`config.mk`:
```
export PLATFORM = sky130hd
export DESIGN_NAME = collision_scan_scheduler_flat
export DESIGN_NICKNAME = d
export VERILOG_FILES = /design/src/rtl/collision_scan_scheduler_if.sv /design/src/rtl/collision_scan_scheduler.sv /design/src/flat_wrapper.sv
export SDC_FILE = /design/constraint.sdc
export NUM_CORES = 1
export LEC_CHECK = 0
export BUFFER_PORTS_ARGS = -buffer_cell sky130_fd_sc_hd__buf_2
export CAP_MARGIN = 20
export CORE_MARGIN = 2
export CORE_UTILIZATION = 39
export CTS_CLUSTER_SIZE = 24
export DETAILED_ROUTE_END_ITERATION = 6
export GPL_ROUTABILITY_DRIVEN = 0
export GPL_TIMING_DRIVEN = 0
export PLACE_DENSITY = 0.61
export SYNTH_ARGS = -nofsm -noshare
export SYNTH_HDL_FRONTEND = slang
export SYNTH_SLANG_ARGS = --single-unit
export TNS_END_PERCENT = 30
```
`constraint.sdc`:
```
create_clock -name clock -period 12.1 [get_ports clock]
set_input_delay 1.815 -clock clock [delete_from_list [all_inputs] [get_ports clock]]
set_output_delay 1.815 -clock clock [all_outputs]
set_load 0.01 [all_outputs]
```
`src/rtl/collision_scan_scheduler_if.sv`:
```
// Bus between the collision scan scheduler, the game FSM and the layer memories.
// The slave modport is the scheduler side; master is the game FSM plus memory side.
interface collision_scan_scheduler_if #(
  parameter int NUM_AST = 16
);
  logic               start;
  logic               abort;
  logic [NUM_AST-1:0] ast_enable;
  logic [7:0]         pix_x;
  logic [6:0]         pix_y;
  logic [14:0]        pix_addr;
  logic               pix_rd;
  logic               ship_bit;
  logic [NUM_AST-1:0] ast_bits;
  logic               busy;
  logic               done;
  logic [NUM_AST-1:0] hit_mask;
  logic [4:0]         hit_count;
  logic               ship_hit;
  logic [7:0]         first_x;
  logic [6:0]         first_y;
  logic               first_valid;

  modport master (
    output start, abort, ast_enable, ship_bit, ast_bits,
    input  pix_x, pix_y, pix_addr, pix_rd, busy, done,
           hit_mask, hit_count, ship_hit, first_x, first_y, first_valid
  );

  modport slave (
    input  start, abort, ast_enable, ship_bit, ast_bits,
    output pix_x, pix_y, pix_addr, pix_rd, busy, done,
           hit_mask, hit_count, ship_hit, first_x, first_y, first_valid
  );
endinterface

```
`src/rtl/collision_scan_scheduler.sv`:
```
// Raster-scans the frame buffer once per start, ANDing the ship layer with each enabled
// asteroid layer; accumulates hit mask, hit count and first collision coordinate.
module collision_scan_scheduler #(
  parameter int NUM_AST = 16,
  parameter int H_RES   = 160,
  parameter int V_RES   = 120
) (
  input logic                      clock,
  input logic                      resetn,
  collision_scan_scheduler_if.slave bus
);

  typedef enum logic [1:0] {IDLE, SCAN, DRAIN, DONE} state_t;

  state_t             r_state, w_state_nxt;
  logic [7:0]         r_x, r_x_q, r_fx;
  logic [6:0]         r_y, r_y_q, r_fy;
  logic               r_rd_q, r_first_fnd;
  logic [NUM_AST-1:0] r_en, r_acc;

  logic [NUM_AST-1:0] r_hit_mask;
  logic [4:0]         r_hit_count;
  logic               r_ship_hit, r_first_valid;
  logic [7:0]         r_first_x;
  logic [6:0]         r_first_y;

  logic               w_last_pix, w_accept, w_publish, w_pix_rd;
  logic [NUM_AST-1:0] w_hits, w_acc_nxt;
  logic               w_first_fnd_nxt;
  logic [7:0]         w_fx_nxt;
  logic [6:0]         w_fy_nxt;
  logic [4:0]         w_count;

  assign w_last_pix = (r_x == 8'(H_RES - 1)) && (r_y == 7'(V_RES - 1));

  always_comb begin
    w_state_nxt = r_state;
    w_pix_rd    = 1'b0;
    w_accept    = 1'b0;
    w_publish   = 1'b0;
    case (r_state)
      IDLE: begin
        if (bus.start) begin
          w_accept    = 1'b1;
          w_state_nxt = SCAN;
        end
      end
      SCAN: begin
        w_pix_rd = 1'b1;
        if (bus.abort)       w_state_nxt = IDLE;
        else if (w_last_pix) w_state_nxt = DRAIN;
      end
      DRAIN: begin
        if (bus.abort) begin
          w_state_nxt = IDLE;
        end else begin
          w_state_nxt = DONE;
          w_publish   = 1'b1;
        end
      end
      DONE:    w_state_nxt = IDLE;
      default: w_state_nxt = IDLE;
    endcase
  end

  // Read data belongs to the address issued one cycle earlier, hence the delayed x/y.
  always_comb begin
    w_hits          = r_rd_q ? ({NUM_AST{bus.ship_bit}} & bus.ast_bits & r_en) : '0;
    w_acc_nxt       = r_acc | w_hits;
    w_first_fnd_nxt = r_first_fnd | (|w_hits);
    w_fx_nxt        = r_fx;
    w_fy_nxt        = r_fy;
    if (!r_first_fnd && (|w_hits)) begin
      w_fx_nxt = r_x_q;
      w_fy_nxt = r_y_q;
    end
    w_count = '0;
    for (int unsigned i = 0; i < NUM_AST; i++) begin
      w_count = w_count + 5'(w_acc_nxt[i]);
    end
  end

  always_ff @(posedge clock or negedge resetn) begin
    if (!resetn) r_state <= IDLE;
    else         r_state <= w_state_nxt;
  end

  always_ff @(posedge clock or negedge resetn) begin
    if (!resetn) begin
      r_x         <= '0;
      r_y         <= '0;
      r_x_q       <= '0;
      r_y_q       <= '0;
      r_rd_q      <= 1'b0;
      r_en        <= '0;
      r_acc       <= '0;
      r_first_fnd <= 1'b0;
      r_fx        <= '0;
      r_fy        <= '0;
    end else begin
      r_rd_q <= w_pix_rd;
      r_x_q  <= r_x;
      r_y_q  <= r_y;
      if (w_accept) begin
        r_x         <= '0;
        r_y         <= '0;
        r_en        <= bus.ast_enable;
        r_acc       <= '0;
        r_first_fnd <= 1'b0;
        r_fx        <= '0;
        r_fy        <= '0;
      end else begin
        r_acc       <= w_acc_nxt;
        r_first_fnd <= w_first_fnd_nxt;
        r_fx        <= w_fx_nxt;
        r_fy        <= w_fy_nxt;
        if (r_state == SCAN && !w_last_pix) begin
          if (r_x == 8'(H_RES - 1)) begin
            r_x <= '0;
            r_y <= r_y + 7'd1;
          end else begin
            r_x <= r_x + 8'd1;
          end
        end
      end
    end
  end

  // Results are loaded from the merged DRAIN sample so they are visible with done.
  always_ff @(posedge clock or negedge resetn) begin
    if (!resetn) begin
      r_hit_mask    <= '0;
      r_hit_count   <= '0;
      r_ship_hit    <= 1'b0;
      r_first_x     <= '0;
      r_first_y     <= '0;
      r_first_valid <= 1'b0;
    end else if (w_publish) begin
      r_hit_mask    <= w_acc_nxt;
      r_hit_count   <= w_count;
      r_ship_hit    <= |w_acc_nxt;
      r_first_x     <= w_fx_nxt;
      r_first_y     <= w_fy_nxt;
      r_first_valid <= w_first_fnd_nxt;
    end
  end

  assign bus.pix_x       = r_x;
  assign bus.pix_y       = r_y;
  assign bus.pix_addr    = 15'(r_y) * 15'(H_RES) + 15'(r_x);
  assign bus.pix_rd      = w_pix_rd;
  assign bus.busy        = (r_state == SCAN) || (r_state == DRAIN);
  assign bus.done        = (r_state == DONE);
  assign bus.hit_mask    = r_hit_mask;
  assign bus.hit_count   = r_hit_count;
  assign bus.ship_hit    = r_ship_hit;
  assign bus.first_x     = r_first_x;
  assign bus.first_y     = r_first_y;
  assign bus.first_valid = r_first_valid;

endmodule

```
`src/flat_wrapper.sv`:
```
// flat-port wrapper written by rule: the top's interface ports become plain ports
module collision_scan_scheduler_flat 
#(
  parameter int NUM_AST = 16,
  parameter int H_RES   = 160,
  parameter int V_RES   = 120
)
  (clock, resetn, bus_start, bus_abort, bus_ast_enable, bus_ship_bit, bus_ast_bits, bus_pix_x, bus_pix_y, bus_pix_addr, bus_pix_rd, bus_busy, bus_done, bus_hit_mask, bus_hit_count, bus_ship_hit, bus_first_x, bus_first_y, bus_first_valid);
  collision_scan_scheduler_if #(.NUM_AST(NUM_AST)) bus_i ();
  input logic clock;
  input logic resetn;
  input wire logic [$bits(bus_i.start)-1:0] bus_start;
  input wire logic [$bits(bus_i.abort)-1:0] bus_abort;
  input wire logic [$bits(bus_i.ast_enable)-1:0] bus_ast_enable;
  input wire logic [$bits(bus_i.ship_bit)-1:0] bus_ship_bit;
  input wire logic [$bits(bus_i.ast_bits)-1:0] bus_ast_bits;
  output wire logic [$bits(bus_i.pix_x)-1:0] bus_pix_x;
  output wire logic [$bits(bus_i.pix_y)-1:0] bus_pix_y;
  output wire logic [$bits(bus_i.pix_addr)-1:0] bus_pix_addr;
  output wire logic [$bits(bus_i.pix_rd)-1:0] bus_pix_rd;
  output wire logic [$bits(bus_i.busy)-1:0] bus_busy;
  output wire logic [$bits(bus_i.done)-1:0] bus_done;
  output wire logic [$bits(bus_i.hit_mask)-1:0] bus_hit_mask;
  output wire logic [$bits(bus_i.hit_count)-1:0] bus_hit_count;
  output wire logic [$bits(bus_i.ship_hit)-1:0] bus_ship_hit;
  output wire logic [$bits(bus_i.first_x)-1:0] bus_first_x;
  output wire logic [$bits(bus_i.first_y)-1:0] bus_first_y;
  output wire logic [$bits(bus_i.first_valid)-1:0] bus_first_valid;
  assign bus_i.start = bus_start;
  assign bus_i.abort = bus_abort;
  assign bus_i.ast_enable = bus_ast_enable;
  assign bus_i.ship_bit = bus_ship_bit;
  assign bus_i.ast_bits = bus_ast_bits;
  assign bus_pix_x = bus_i.pix_x;
  assign bus_pix_y = bus_i.pix_y;
  assign bus_pix_addr = bus_i.pix_addr;
  assign bus_pix_rd = bus_i.pix_rd;
  assign bus_busy = bus_i.busy;
  assign bus_done = bus_i.done;
  assign bus_hit_mask = bus_i.hit_mask;
  assign bus_hit_count = bus_i.hit_count;
  assign bus_ship_hit = bus_i.ship_hit;
  assign bus_first_x = bus_i.first_x;
  assign bus_first_y = bus_i.first_y;
  assign bus_first_valid = bus_i.first_valid;
  collision_scan_scheduler #(.NUM_AST(NUM_AST), .H_RES(H_RES), .V_RES(V_RES)) u_core (.clock(clock), .resetn(resetn), .bus(bus_i));
endmodule
```
* Yosys cells after proc, flatten, opt, wreduce, memory -nomap -nowiden *
Index checks and enable logic that the tools add are counted.

word-level totals
  output and inout bits = 71
  word-level logic and storage cells = 83
  register bits after elaboration = 119
  bits of input ports = 37

cells by class
  $add $sub $neg = 18
  mux-type cells = 23
  reduce and logical (&&, ||, !) cells = 13
  bitwise gates (word level) = 4
  equality and inequality tests = 7
  $mul = 1

operators with widths
  operator                                             count
  adder 5 x 1 -> 5 bit                                 14
  2-to-1 mux 8 bit                                     5
  2-to-1 mux 7 bit                                     5
  AND 16 bit                                           2
  2-to-1 mux 16 bit                                    2
  OR reduction 16 bit                                  2
  bitwise OR 16 bit                                    1
  adder 15 x 8 -> 15 bit                               1
  multiplier 7 x 3 -> 10 bit, second input constant    1
  adder 8 x 1 -> 8 bit, second input constant          1
  equality test 8 bit, second input constant           1
  2-to-1 mux 2 bit                                     4
  case mux 2 bit (4 select lines)                      1
  adder 7 x 1 -> 7 bit, second input constant          1
  equality test 7 bit, second input constant           1
  2-to-1 mux 1 bit                                     6
  equality test 2 bit, second input constant           2
  AND reduction 2 bit                                  2
  nonzero test 2 bit                                   2
  logical AND 1 bit                                    3
  != test 3 x 2 -> 1 bit, second input constant        1
  adder 1 x 1 -> 2 bit                                 1
  equality test 2 x 1 -> 1 bit, second input constant  1
  logical NOT 1 bit                                    2
  other kinds (4)                                      4

* Depth between registers and ports, before layout *
  word-level depth = 19
  gate-level depth with buffers = 16
  gate-level depth less buffers = 14

* Least setup slack after synthesis *
OpenSTA, ideal clock, no wires.

  path kind = in2reg
  start point = input bus_ship_bit
  end point = register u_core.r_hit_count[4], in the netlist u_core.bus.hit_count[4]
  data arrival time = 6,070 ps
  stages = 15
  path slack = 5,947 ps
  path buffers = 2
  path through = and2_1 buf_2 clkbuf_1 a31oi_1 ha_1 fa_1 fa_1 fa_1 inv_1 fa_1 fa_1 fa_1 nor2b_1 o21ai_0 o21ai_0

on the way
  word-level cells in the longest chain between the ends = 19

RTL lines
  element                             line                             RTL
  start, declared                     flat_wrapper.sv:15               input wire logic [$bits(bus_i.ship_bit)-1:0] bus_ship_bit;
  AND 16 bit * (2 in a row)           collision_scan_scheduler.sv:68   w_hits = r_rd_q ? ({NUM_AST{bus.ship_bit}} & bus.ast_bits & r_en) : '0;
  2-to-1 mux 16 bit *                 collision_scan_scheduler.sv:68
  bitwise OR 16 bit *                 collision_scan_scheduler.sv:69   w_acc_nxt = r_acc | w_hits;
  adder 1 x 1 -> 2 bit                collision_scan_scheduler.sv:79   w_count = w_count + 5'(w_acc_nxt[i]);
  adder 5 x 1 -> 5 bit (13 in a row)  collision_scan_scheduler.sv:79
  adder 5 x 1 -> 5 bit *              collision_scan_scheduler.sv:79
  end signal, assigned                collision_scan_scheduler.sv:140  r_hit_count <= w_count;
  end, declared                       collision_scan_scheduler.sv:22   logic [4:0] r_hit_count;

Mark *: on every way between the ends. The rest lies on a longest branch, timed or not.
A chain may end at the register's enable or synchronous reset.

* Worst setup path after layout *
Same ends and word-level chain as after synthesis.

==> impl_metrics.ini <==
[run_status]
status = finished, final reports clean

[clock_network]
clk_path_buf_depth = 2
clock-sinks = 119
cts_resized = 0
clk_pin_slew_ps = 50
cts_tree = done
root_buffer = clkbuf_16
cts_buffers = 17
post-cts-setup-buffers = 0
clkLatencyLatePin_ps = 410
ctsHoldBuffers = 0
cts_max_level = 4

[layout]
final_common_cell = dfrtp_1
area_delta_synth_final_pct = 24.76
antennaDiodeCount = 0
nets = 770
instances_no_fill = 891
mostFrequentLayoutCells = 119 x dfrtp_1, 109 x buf_2, 85 x nand2_1, 54 x nor2_1, 44 x o21ai_0
drive_gt1_share_pct = 22.77

[floorplan]
die_h_um = 125.0
io_pins = 108
std_cell_rows = 44
core_sq_um = 14420
die_area_sq_um = 15640
start_util_pct = 39.62
die_w_um = 125.0

[setup_path]
path_class = input port to flip-flop
slowest_delay_ps = 540
cpMaxStageDelayCell = fa_1
path_common_cell = fa_1
crit_path_end_kind = flip-flop
cp_top_family = adder cells
worstPathArrival_ps = 6650
cp.required_ps = 12430
rr_worst_depth = 15
worst-path-max-fanout = 10
critPathLaunchType = input port
cp_num_buf_inv = 4
critical_path_cell_count = 16
worstPathCellList = buf_2 > and2_1 > buf_2 > clkbuf_1 > a31oi_1 > ha_1 > fa_1 > fa_1 > fa_1 > inv_1 > fa_1 > fa_1 > fa_1 > nor2b_1 > o21ai_0 > o21ai_0

[grt]
antenna_found_initial = 0
grt.overflow.total = 0
grt_max_degree = 87
grt_pass1_vias = 4698
grtUsageTotal_pct = 18.88
grt_pass1_wl_um = 23380

[pwr]
p_switching_mw = 0.7956
switching_share_pct = 38.75
power_density_nw_per_um2 = 288.0
clkPwrFrac_pct = 25.6
p_leak_nw = 3.609
seqPwrFrac_pct = 31.8
ir_drop_v = 0.0001592
totalPowerFinal_mw = 2.053
p_int_mw = 1.258
pwr-share-comb_pct = 42.7

[sta]
post-route-period-util_pct = 52.27
period_needed_ps = 6325
worstMarginPinSlew_ps = 652.0
setup_viol = 0
relSlewSlack_pct = 56.33
clock_skew_ps = 8.392
timing.fmax_ghz = 0.1581
hold_violations = 0
setup-tns-final_ps = 0
rsz0062_at_grt = no
slew_violations = 0

[detailed_routing]
drt_wl_total_um = 14210
drt-wirelength-per-cell_um = 15.94
drtIter0Drc = 334
drc = 0
viasPerCell = 5.167
vias = 4604
ant_nets = 0
first_pass_iters = 5

[logic_synthesis]
yosysTopAreaCell = dfrtp_1
synth_top_family_by_area = simple AND/OR/NAND/NOR gates
yosys_warnings = 0
synth_area_sq_um = 5714
ys_seq_area_share_pct = 52.11
ys_types = 51
synthXorXnorAreaFrac_pct = 1.993
synthSimpleGateAreaFrac_pct = 15.72
synth.area.mux_share_pct = 0.7226
synth_cells = 567
ys_top_cells_by_area = dfrtp_1 52%, ha_1 5.9%, nand2_1 5.6%
ys_seq_elements = 119
synth_nets = 643
synth_compound_area_share_pct = 14.43
synth_top_cell_area_share_pct = 52.11
synth-main-ff-cell = dfrtp_1
yosys.area_share.adder_pct = 10.12
avgSynthCellArea_sq_um = 10.08
synth_edf_count = 0
postSynth.asyncResetShare_pct = 100.0

[flow_run]
drv_cap = 0

[min_path]
holdPathStages = 2
hold_path_class = flip-flop to flip-flop

[placed_design]
numPortBuffers = 107
dp.cells = 859
dpl.hpwl_um = 10450
[cell type report]
cell class / count / area (sq um)
Sequential cell: 119 / 2978
Timing Repair Buffer: 108 / 569.3
Clock inverter: 9 / 147.6
Tap cell: 184 / 230.2
Clock buffer: 23 / 467.9
Fill cell: 1338 / 7295
Inverter: 33 / 123.9
Multi-Input combinational cell: 385 / 2456
Buffer: 30 / 156.4
[power by group through the flow]
stage / Sequential, mW / Combinational, mW / Clock, mW
floorplan: 0.661 / 0.577 / 0
global placement: 0.648 / 0.853 / 0
detailed placement: 0.658 / 0.885 / 0
CTS: 0.652 / 0.898 / 0.531
global route: 0.673 / 1.01 / 0.548
finish: 0.652 / 0.876 / 0.525
[registers in the layout (all words and copies together), names as in the netlist, 7 cells and up]
register	cells
u_core.r_y_q	7
u_core.r_fx	8
u_core.r_en	16
u_core.bus.first_y	7
u_core.bus.hit_mask	16
u_core.r_x_q	8
u_core.bus.pix_y	7
u_core.r_fy	7
u_core.bus.first_x	8
u_core.r_acc	16
u_core.bus.pix_x	8
[path summary, 6_finish.rpt]
| path | startpoint | slack (ps) | endpoint |
|---|---|---|---|
| max reg2reg | u_core.r_rd_q | 6940 | u_core.bus.hit_count[4] |
| max | bus_ship_bit | 5780 | u_core.bus.hit_count[4] |
| max in group asynchronous | resetn | 10090 | u_core.bus.hit_mask[1] |
| min in group asynchronous | resetn | 1290 | u_core.r_en[11] |
| min | u_core.bus.hit_mask[9] | 470 | u_core.bus.hit_mask[9] |
| min reg2reg | u_core.bus.hit_mask[9] | 470 | u_core.bus.hit_mask[9] |
[stage by stage]
stage	hold slack (ps)	util [%]	area, sq um	setup slack, ps
finish	474.9	49.43	7129	5775
global route	507.7	49.43	7129	5466
CTS	479.8	49.43	7129	5757
detailed placement	468.2	45.16	6514	5337
global placement	462.9	44.93	6480	5392
floorplan	463.9	-	5714	5947
[per-layer routing]
metal	vias to the layer above	GRT usage [%]	wire length [um]
met5	-	0	0
met4	0	6.405	231
met3	19	5.648	670
met2	102	30.24	6839
met1	2279	24.64	6463
li1	2204	-	-
[kinds of logic (layout without fill, tap and decap cells)]
family | count (synthesis) | count (layout)
multiplexers | 4 | 4
AO/OA/AOI/OAI | 132 | 132
flip-flops | 119 | 119
adder cells (fa/ha/maj) | 39 | 39
XOR/XNOR | 13 | 13
AND/OR/NAND/NOR | 197 | 197
buffers and inverters | 63 | 203
[worst min-delay path: stages (launching register included)]
cell	delay, ps
dfrtp_1	330
nand2_1	50
o21ai_0	60
[cell usage after synthesis (all sizes together), types with 2 or more instances]
| master | number |
|---|---|
| nor2b | 5 |
| or4 | 2 |
| and2 | 3 |
| buf | 10 |
| a31oi | 33 |
| nand3b | 2 |
| o31ai | 2 |
| a21o | 3 |
| and3 | 2 |
| a22oi | 10 |
| inv | 33 |
| nor4b | 2 |
| xnor2 | 6 |
| xor2 | 7 |
| nand2 | 85 |
| ha | 27 |
| a21oi | 25 |
| o211ai | 3 |
| dfrtp | 119 |
| fa | 12 |
| nor2 | 54 |
| nand3 | 22 |
| mux2i | 3 |
| o21ai | 49 |
| nand2b | 4 |
| or3 | 3 |
| nand4 | 7 |
| clkbuf | 19 |
| nor3 | 2 |
(Power assumes the default switching activity.)
